$ cat config.mk
export PLATFORM = sky130hd
export DESIGN_NAME = timer_ctrl
export DESIGN_NICKNAME = d
export VERILOG_FILES = /design/src/rtl/timer_pkg.sv /design/src/rtl/timer_ctrl_cnt_en.sv /design/src/rtl/timer_ctrl.sv
export SDC_FILE = /design/constraint.sdc
export NUM_CORES = 1
export LEC_CHECK = 0
export CAP_MARGIN = 20
export CELL_PAD_IN_SITES_DETAIL_PLACEMENT = 0
export CELL_PAD_IN_SITES_GLOBAL_PLACEMENT = 1
export CORE_MARGIN = 10
export CORE_UTILIZATION = 41
export CTS_BUF_LIST = sky130_fd_sc_hd__clkbuf_4
export CTS_CLUSTER_SIZE = 12
export DETAILED_ROUTE_END_ITERATION = 16
export PLACE_DENSITY = 0.82
export SLEW_MARGIN = 0
export SYNTH_ARGS = -nofsm -noshare
export SYNTH_HDL_FRONTEND = slang
export SYNTH_HIERARCHICAL = 1
export SYNTH_SLANG_ARGS = --single-unit
$ cat constraint.sdc
create_clock -name clock -period 2.5 [get_ports clock]
set_input_delay 0.375 -clock clock [delete_from_list [all_inputs] [get_ports clock]]
set_output_delay 0.375 -clock clock [all_outputs]
set_load 0.005 [all_outputs]
$ cat src/rtl/timer_pkg.sv
// Shared definitions for the timer controller: FSM state encoding,
// reload mode encoding and the default counter width.
package timer_pkg;

   localparam int unsigned DEFAULT_WIDTH = 4;

   typedef enum logic {
      IDLE = 1'b0,
      RUN  = 1'b1
   } state_t;

   typedef enum logic {
      ONE_SHOT    = 1'b0,
      AUTO_RELOAD = 1'b1
   } mode_t;

endpackage

$ cat src/rtl/timer_ctrl_cnt_en.sv
// Counter datapath for timer_ctrl: modulo-2^WIDTH up-counter with a
// synchronous clear that takes priority over the count enable.
module cnt_en
   import timer_pkg::*;
#(
   parameter int unsigned WIDTH = DEFAULT_WIDTH
) (
   input  logic             clock,
   input  logic             clear_n,
   input  logic             sclr,
   input  logic             en,
   output logic [WIDTH-1:0] q
);

   // Clear wins over enable; increment wraps naturally at 2^WIDTH.
   always_ff @(posedge clock or negedge clear_n) begin
      if (!clear_n) begin
         q <= '0;
      end else if (sclr) begin
         q <= '0;
      end else if (en) begin
         q <= q + WIDTH'(1);
      end
   end

endmodule

$ cat src/rtl/timer_ctrl.sv
// Timer controller: IDLE/RUN FSM with latched preset and mode, one-shot
// or auto-reload terminal count, registered done pulse.
// Optional sticky interrupt (irq/irq_ack) built when TIMER_CTRL_IRQ_EN
// is defined.
module timer_ctrl
   import timer_pkg::*;
#(
   parameter int unsigned WIDTH = DEFAULT_WIDTH
) (
   input  logic             clock,
   input  logic             clear_n,
   input  logic             start,
   input  logic             stop,
   input  logic             hold,
   input  logic             mode,
   input  logic [WIDTH-1:0] preset,
`ifdef TIMER_CTRL_IRQ_EN
   input  logic             irq_ack,
   output logic             irq,
`endif
   output logic [WIDTH-1:0] count,
   output logic             busy,
   output logic             done
);

   state_t           state;
   mode_t            mode_q;
   logic [WIDTH-1:0] preset_q;
   logic             term;
   logic             advance;
   logic             sclr;
   logic             en;
   logic             done_next;

   // Next-cycle counter controls and terminal-count detection.
   always_comb begin
      term      = (count == preset_q);
      advance   = (state == RUN) && !stop && !hold;
      done_next = advance && term;
      en        = advance && !term;
      sclr      = ((state == IDLE) && start && !stop) ||
                  (done_next && (mode_q == AUTO_RELOAD));
   end

   cnt_en #(
      .WIDTH (WIDTH)
   ) u_cnt (
      .clock   (clock),
      .clear_n (clear_n),
      .sclr    (sclr),
      .en      (en),
      .q       (count)
   );

   // FSM with latched configuration and registered busy/done outputs.
   always_ff @(posedge clock or negedge clear_n) begin
      if (!clear_n) begin
         state    <= IDLE;
         busy     <= 1'b0;
         done     <= 1'b0;
         preset_q <= '0;
         mode_q   <= ONE_SHOT;
      end else begin
         done <= done_next;
         case (state)
            IDLE: begin
               if (start && !stop) begin
                  preset_q <= preset;
                  mode_q   <= mode_t'(mode);
                  state    <= RUN;
                  busy     <= 1'b1;
               end
            end
            RUN: begin
               if (stop || (done_next && (mode_q == ONE_SHOT))) begin
                  state <= IDLE;
                  busy  <= 1'b0;
               end
            end
            default: begin
               state <= IDLE;
               busy  <= 1'b0;
            end
         endcase
      end
   end

`ifdef TIMER_CTRL_IRQ_EN
   // Sticky interrupt: rises with done, acknowledge clears, set wins.
   always_ff @(posedge clock or negedge clear_n) begin
      if (!clear_n) begin
         irq <= 1'b0;
      end else if (done_next) begin
         irq <= 1'b1;
      end else if (irq_ack) begin
         irq <= 1'b0;
      end
   end
`endif

endmodule
* Word level (Yosys, flattened, before mapping)
Cells that the tools add are included.
W data, S select, Z words.
** Storage, ports and cells
- Register bits :: 12
- Input port bits :: 10
- Output and inout port bits :: 6
- Logic and storage cells :: 37
** Operators by class
- Add/sub/neg operators :: 1
- Equal/unequal tests :: 3
- Mux-type cells :: 8
- Bitwise operators :: 2
- Reductions and logical operators :: 17
** Operators by type and width (number)
- $logic_and A1 B1 Y1 :: 9
- $mux W4 :: 2
- $add A4 B1 Y4 const B :: 1
- $eq A4 B4 Y1 :: 1
- $mux W1 :: 4
- $ne A2 B1 Y1 const B :: 2
- $pmux W1 S2 :: 2
- $reduce_and A2 Y1 :: 2
- $logic_not A1 Y1 :: 3
- $logic_or A1 B1 Y1 :: 2
- $not A1 Y1 :: 2
- $reduce_bool A2 Y1 :: 1

* Logic depth before layout (Yosys ltp)
- Depth after elaboration :: 8
- Depth in mapped cells :: 6
- Gate-level depth less buffers :: 5

* Modules after synthesis
Netlist, hierarchy kept.
** By module, submodules not included
- timer_ctrl :: instances 1, cells each 31, area an instance 420.4 um^2, sequential area each 200.2 um^2
- cnt_en :: instances 1, cells each 16, area an instance 192.7 um^2, sequential area each 100.1 um^2

* Least setup slack after synthesis
Ideal clock, no wire load.
- Path type :: register to register
- From :: reg u_cnt.q[1]
- To :: reg u_cnt.q[3]
- Library setup time :: 0.125 ns
- Arrival time :: 1.514 ns
- Required time :: 2.375 ns
- Slack :: 0.861 ns
- Stages on the path, launching flop included :: 6
- Buffers on the path :: 0
- Clock period less this slack :: 1.639 ns
- Cell sequence :: dfrtp_1 > xor2_1 > nor4_4 > nor2b_1 > nand4_1 > mux2_4
** Between the ends
- Elaborated cells on any way between the ends :: 10
- Classes of those cells :: add/sub: 1; eq/ne: 1; mux: 2; reduce/logical: 6
** RTL lines
- from (decl) :: RTL line timer_ctrl_cnt_en.sv:12 : output logic [WIDTH-1:0] q
- from (signal assigned) :: RTL line timer_ctrl_cnt_en.sv:22 : q <= q + WIDTH'(1);
- $eq A4 B4 Y1 :: RTL line timer_ctrl.sv:37 : term = (count == preset_q);
- $logic_not A1 Y1 :: RTL line timer_ctrl.sv:40 : en = advance && !term;
- $logic_and A1 B1 Y1 :: RTL line timer_ctrl.sv:40
- net en :: RTL line timer_ctrl.sv:32 : logic en;
- $reduce_bool A2 Y1 (no source line)
The timed path passes the listed nets, and every way through them passes these cells. The select of a mux whose other input is x is not followed.
A chain may end at the register's enable or synchronous reset.

* Worst setup path in the final report
- From :: reg u_cnt.q[1]
- To :: reg u_cnt.q[3]
** Between the ends
- Longest elaborated chain between the ends :: 5
- Elaborated cells on any way between the ends :: 10
- Classes of those cells :: add/sub: 1; eq/ne: 1; mux: 2; reduce/logical: 6
** RTL lines
- $eq A4 B4 Y1 (*) :: RTL line timer_ctrl.sv:37
- $logic_and A1 B1 Y1 (*) :: RTL line timer_ctrl.sv:39 : done_next = advance && term;
- $logic_and A1 B1 Y1 (*) :: RTL line timer_ctrl.sv:42 : (done_next && (mode_q == AUTO_RELOAD));
- $logic_or A1 B1 Y1 (*) :: RTL line timer_ctrl.sv:41 : sclr = ((state == IDLE) && start && !stop) ||
- net sclr :: RTL line timer_ctrl.sv:31 : logic sclr;
- $mux W4 / $reduce_bool A2 Y1 (equally long branches)
Mark *: on every way through the listed nets, which the timed path passes. The rest lies on a longest branch. The select of a mux whose other input is x is not followed.

==> impl.org <==
** Global routing
- The number of antenna violations at the first check in global routing is 0.
- Global-route congestion overflow total :: 0
- Pin count of the biggest net entering global routing :: 13
- Global-route wire length before repair :: 2030 microns
- Vias in the first global route :: ~420
- In the global route stage, overall resource usage came out at 0.0799.

** Detailed routing
- After the first detailed-routing iteration, the DRC count stood at 3.
- After detailed routing, the wire length on met1 is between 500 and 600 microns.
- Number of vias per cell after detailed routing :: ~5.3
- Number of nets with antenna violations after detailed routing :: 0
- Highest metal layer with signal wires :: met4
- DRC violations left :: 0
- Number of detailed-route iterations in the first pass :: 2
- Summed over all layers, the routed wires come to 1220 microns.
- WL met3 :: a little over 80 microns
- Summed over all nets, wire length on met2 after detailed routing comes to about 560 microns.
- Vias after detailed routing :: about 430
- Average wire per standard cell :: 15.1 microns

** STA
- For the final routed database, the setup TNS stands at 0 ns.
- Maximum clock rate :: around 580 MHz
- Unrepaired setup endpoints after global routing :: no
- Slew Viols, Final :: 0
- Setup violations remaining at the end of the flow were counted as 0.
- Final Cycle Share :: 0.694
- Transition time of the tightest slew-check pin :: between 0.5 and 0.6 ns
- Final-report hold violation count :: 0
- The worst path needs 1.73 ns of the cycle, external delays included.
- Measured against its own limit, the worst slew margin works out to 0.651.
- Layout Skew :: ~0.0017 ns

** Critical path
- Of all nets on the critical path, the largest fanout is 5.
- STA classifies the critical path startpoint as a register.
- Crit path arrival time :: approximately 1.9 ns
- Critical path class :: register to register
- Data on the critical path is required at its endpoint by 2.65 ns.
- STA classifies the critical path endpoint as a register.

** Placement
- Quantity of I/O buffers inserted on ports :: 15
- After detailed placement, the design holds a cell count of 78.
- After detailed placement, the total cell area comes to around 790 sq um.
- Post-detail-place hpwl :: between 900 and 1000 microns
- Placer congestion estimate :: approximately 0.76

** Floorplan
- Number of placed I/O pins :: 16
- The die covers approximately 0.0034 sq mm.
- Core box area :: roughly 0.0014 sq mm
- Initial core utilization :: 0.454
- Placement Rows :: 13
- Die outline height :: between 50 and 60 microns
- From left edge to right edge, the die measures around 59 microns.

** Clocking
- Buffers added to address setup during post-CTS repair amount to 0.
- Clock buffers created by TritonCTS :: 3
- Clock-pin slew was measured on the worst setup and hold paths at 0.06 ns.
- TritonCTS built the clock tree.
- Clock sink total :: 12
- At the later pin of the worst-skew pair, clock insertion delay measures ~0.26 ns.
- After clock tree synthesis, the repair step resized 0 gates.
- Clock Tree Root :: sky130_fd_sc_hd__clkbuf_4
- Hold buffers post-CTS :: 0
- Number of levels in the clock H-tree :: 1
- Buffer levels on the longest clock path :: 2

** Final layout
- At the end of the flow, the number of nets in the layout was between 70 and 80.
- Area growth syn-to-layout :: 32.4%
- Final instance area :: between 800 and 900 sq um
- Excluding fillers, the count of instances in the completed layout stands at between 80 and 90.
- Share of layout cells above drive strength 1 :: 0.197
- Total area of multi-input combinational cells :: 305 sq um
- The layout has 120 filler cells.
- The sequential cells in the finished layout cover a total of 300 sq um.
- Diode count :: 0

** Min path
- The path class of the tightest hold or removal check is input port to async pin.

** Logic synthesis
- Warnings, synthesis :: 6
- Dominant combinational cell family by area after synthesis :: simple AND/OR/NAND/NOR gates
- Post-Synthesis Mean Instance Area :: about 13 sq um
- Of the total synthesized cell area, the portion taken by XOR and XNOR cells is 0.0714.
- Synthesis produced a netlist whose cell count is between 40 and 50.
- The share of synthesized area in the top cell type comes to 0.490.
- Most frequent cells after synthesis :: sky130_fd_sc_hd__dfrtp_1 (12), sky130_fd_sc_hd__mux2_4 (6), sky130_fd_sc_hd__nor2_1 (4), sky130_fd_sc_hd__nor2b_1 (4), sky130_fd_sc_hd__xor2_1 (4)
- The biggest area contributor in the post-synthesis netlist is sky130_fd_sc_hd__dfrtp_1.
- Post-synthesis share of cell area spent on and, or, nand and nor gates :: 0.167
- Most common cell in the synthesized netlist :: sky130_fd_sc_hd__dfrtp_1
- Synth area leaders :: sky130_fd_sc_hd__dfrtp_1 (49%), sky130_fd_sc_hd__mux2_4 (15%), sky130_fd_sc_hd__xor2_1 (5.7%)
- Part of the Yosys area used for sequential elements :: 0.490
- After synthesis, the share of cell area in mux cells is 0.163.
- After synthesis, the share of flip-flops with an asynchronous set or reset is 1.00.
- Number of storage elements in the synthesis netlist :: 12
- For this run, the leading register cell type out of synthesis is sky130_fd_sc_hd__dfrtp_1.
- Post-synthesis compound-gate area fraction :: 0.0755
- Counting flops with a built-in enable in the synthesized netlist gives 0.
- Post-synthesis net count :: just under 60
- Adder-cell share of the synthesized area :: 0.0204
- Post-synth cell types :: 21
- The cell area that synthesis handed to floorplanning was approximately 600 sq um.

** Pwr
- Summed over all cells, the static leakage comes to between 0.3 and 0.4 nW.
- Dividing total power by cell area gives a power density of 619 mW/mm^2.
- Of the total power, registers draw 0.501.
- Switching share of total power :: 0.275
- Internal Dissipation :: 0.364 mW
- Net Sw Power :: about 0.14 mW
- Clock power share :: 0.221
- Combinational fraction of design power :: 0.278
- Maximum vdd drop :: between 0.0003 and 0.0004 V

** Status
- The run finished with clean final reports.

** Run
- Max-cap violations in this run came to 0.
==> registers in the layout, summed over array words and instances (netlist names) <==
signal	flops
busy	1
done	1
mode_q	1
preset_q	4
state	1
u_cnt/q	4
==> cells in the final DEF (no fill, tap or decap) <==
cell type,instances
sky130_fd_sc_hd__clkdlybuf4s50_1,15
sky130_fd_sc_hd__a31o_1,1
sky130_fd_sc_hd__a211oi_1,1
sky130_fd_sc_hd__dfrtp_1,12
sky130_fd_sc_hd__nand2b_1,1
sky130_fd_sc_hd__a22oi_1,1
sky130_fd_sc_hd__nand4_1,1
sky130_fd_sc_hd__nor3b_1,2
sky130_fd_sc_hd__clkbuf_4,3
sky130_fd_sc_hd__xnor2_1,1
sky130_fd_sc_hd__mux2_4,6
sky130_fd_sc_hd__o21bai_1,1
sky130_fd_sc_hd__a21oi_1,1
sky130_fd_sc_hd__nor2_1,4
sky130_fd_sc_hd__mux2i_1,1
sky130_fd_sc_hd__and2_1,1
sky130_fd_sc_hd__ha_1,1
sky130_fd_sc_hd__nor2b_1,4
sky130_fd_sc_hd__a21bo_2,1
sky130_fd_sc_hd__nor4_4,1
sky130_fd_sc_hd__buf_4,2
sky130_fd_sc_hd__xor2_1,4
sky130_fd_sc_hd__nand3b_1,1
==> per-stage QoR <==
step	worst slack (ns)	hold slack, ns	utilization	total power [mW]
after CTS	0.750	0.471	0.601	0.513
after floorplan	0.861	0.0794	-	0.336
after detailed placement	0.578	0.518	0.585	0.397
after global placement	0.618	0.519	0.585	0.394
final	0.766	0.453	0.601	0.502
after global routing	0.618	0.479	0.601	0.535
==> routing by layer <==
layer / vias up / track usage
met5: - / 0
met4: 0 / 0.0295
met2: 12 / 0.117
met3: 2 / 0.0558
li1: 208 / -
met1: 207 / 0.0888
==> area by class of cell <==
type / count / area share
clock buffers: 3 / 0.0277
multi-input cells: 34 / 0.376
flip-flops and latches: 12 / 0.370
well taps: 15 / 0.0231
repair buffers: 17 / 0.203
==> cells by family (layout without fill, tap and decap cells) <==
kind of cell,after synthesis,after routing
AOI/OAI and AO/OA,6,6
buffers and inverters,1,20
adders and majority gates,1,1
and+or+nand+nor,15,15
muxes,7,7
DFF,12,12
xor gates and xnor gates,5,5
==> power by group through the flow <==
stage	logic, mW	registers (mW)	clock network (mW)
detailed placement	0.142	0.255	0
floorplan	0.0850	0.251	0
finish	0.140	0.252	0.111
global placement	0.138	0.256	0
global route	0.153	0.257	0.124
CTS	0.142	0.252	0.119
==> final timing paths <==
check | startpoint | endpoint | slack (ns) | cells past startpoint
worst max-delay path | u_cnt/q[1] | u_cnt/q[3] | 0.77 | 5
worst min-delay path | clear_n | done | 0.45 | 1
worst max register to register | u_cnt/q[1] | u_cnt/q[3] | 0.77 | 5
worst min register to register | preset_q[1] | preset_q[1] | 0.54 | 1
max in group asynchronous | clear_n | u_cnt/q[2] | 1.70 | 1
min in group clock | preset_q[1] | preset_q[1] | 0.54 | 1
==> worst max-delay path, stage by stage (launching register included) <==
cell,delay (ns)
sky130_fd_sc_hd__dfrtp_1,0.43
sky130_fd_sc_hd__xor2_1,0.18
sky130_fd_sc_hd__nor4_4,0.38
sky130_fd_sc_hd__a31o_1,0.30
sky130_fd_sc_hd__nor2_1,0.07
sky130_fd_sc_hd__mux2_4,0.26
Note: power is estimated with default switching activity, not from simulation.
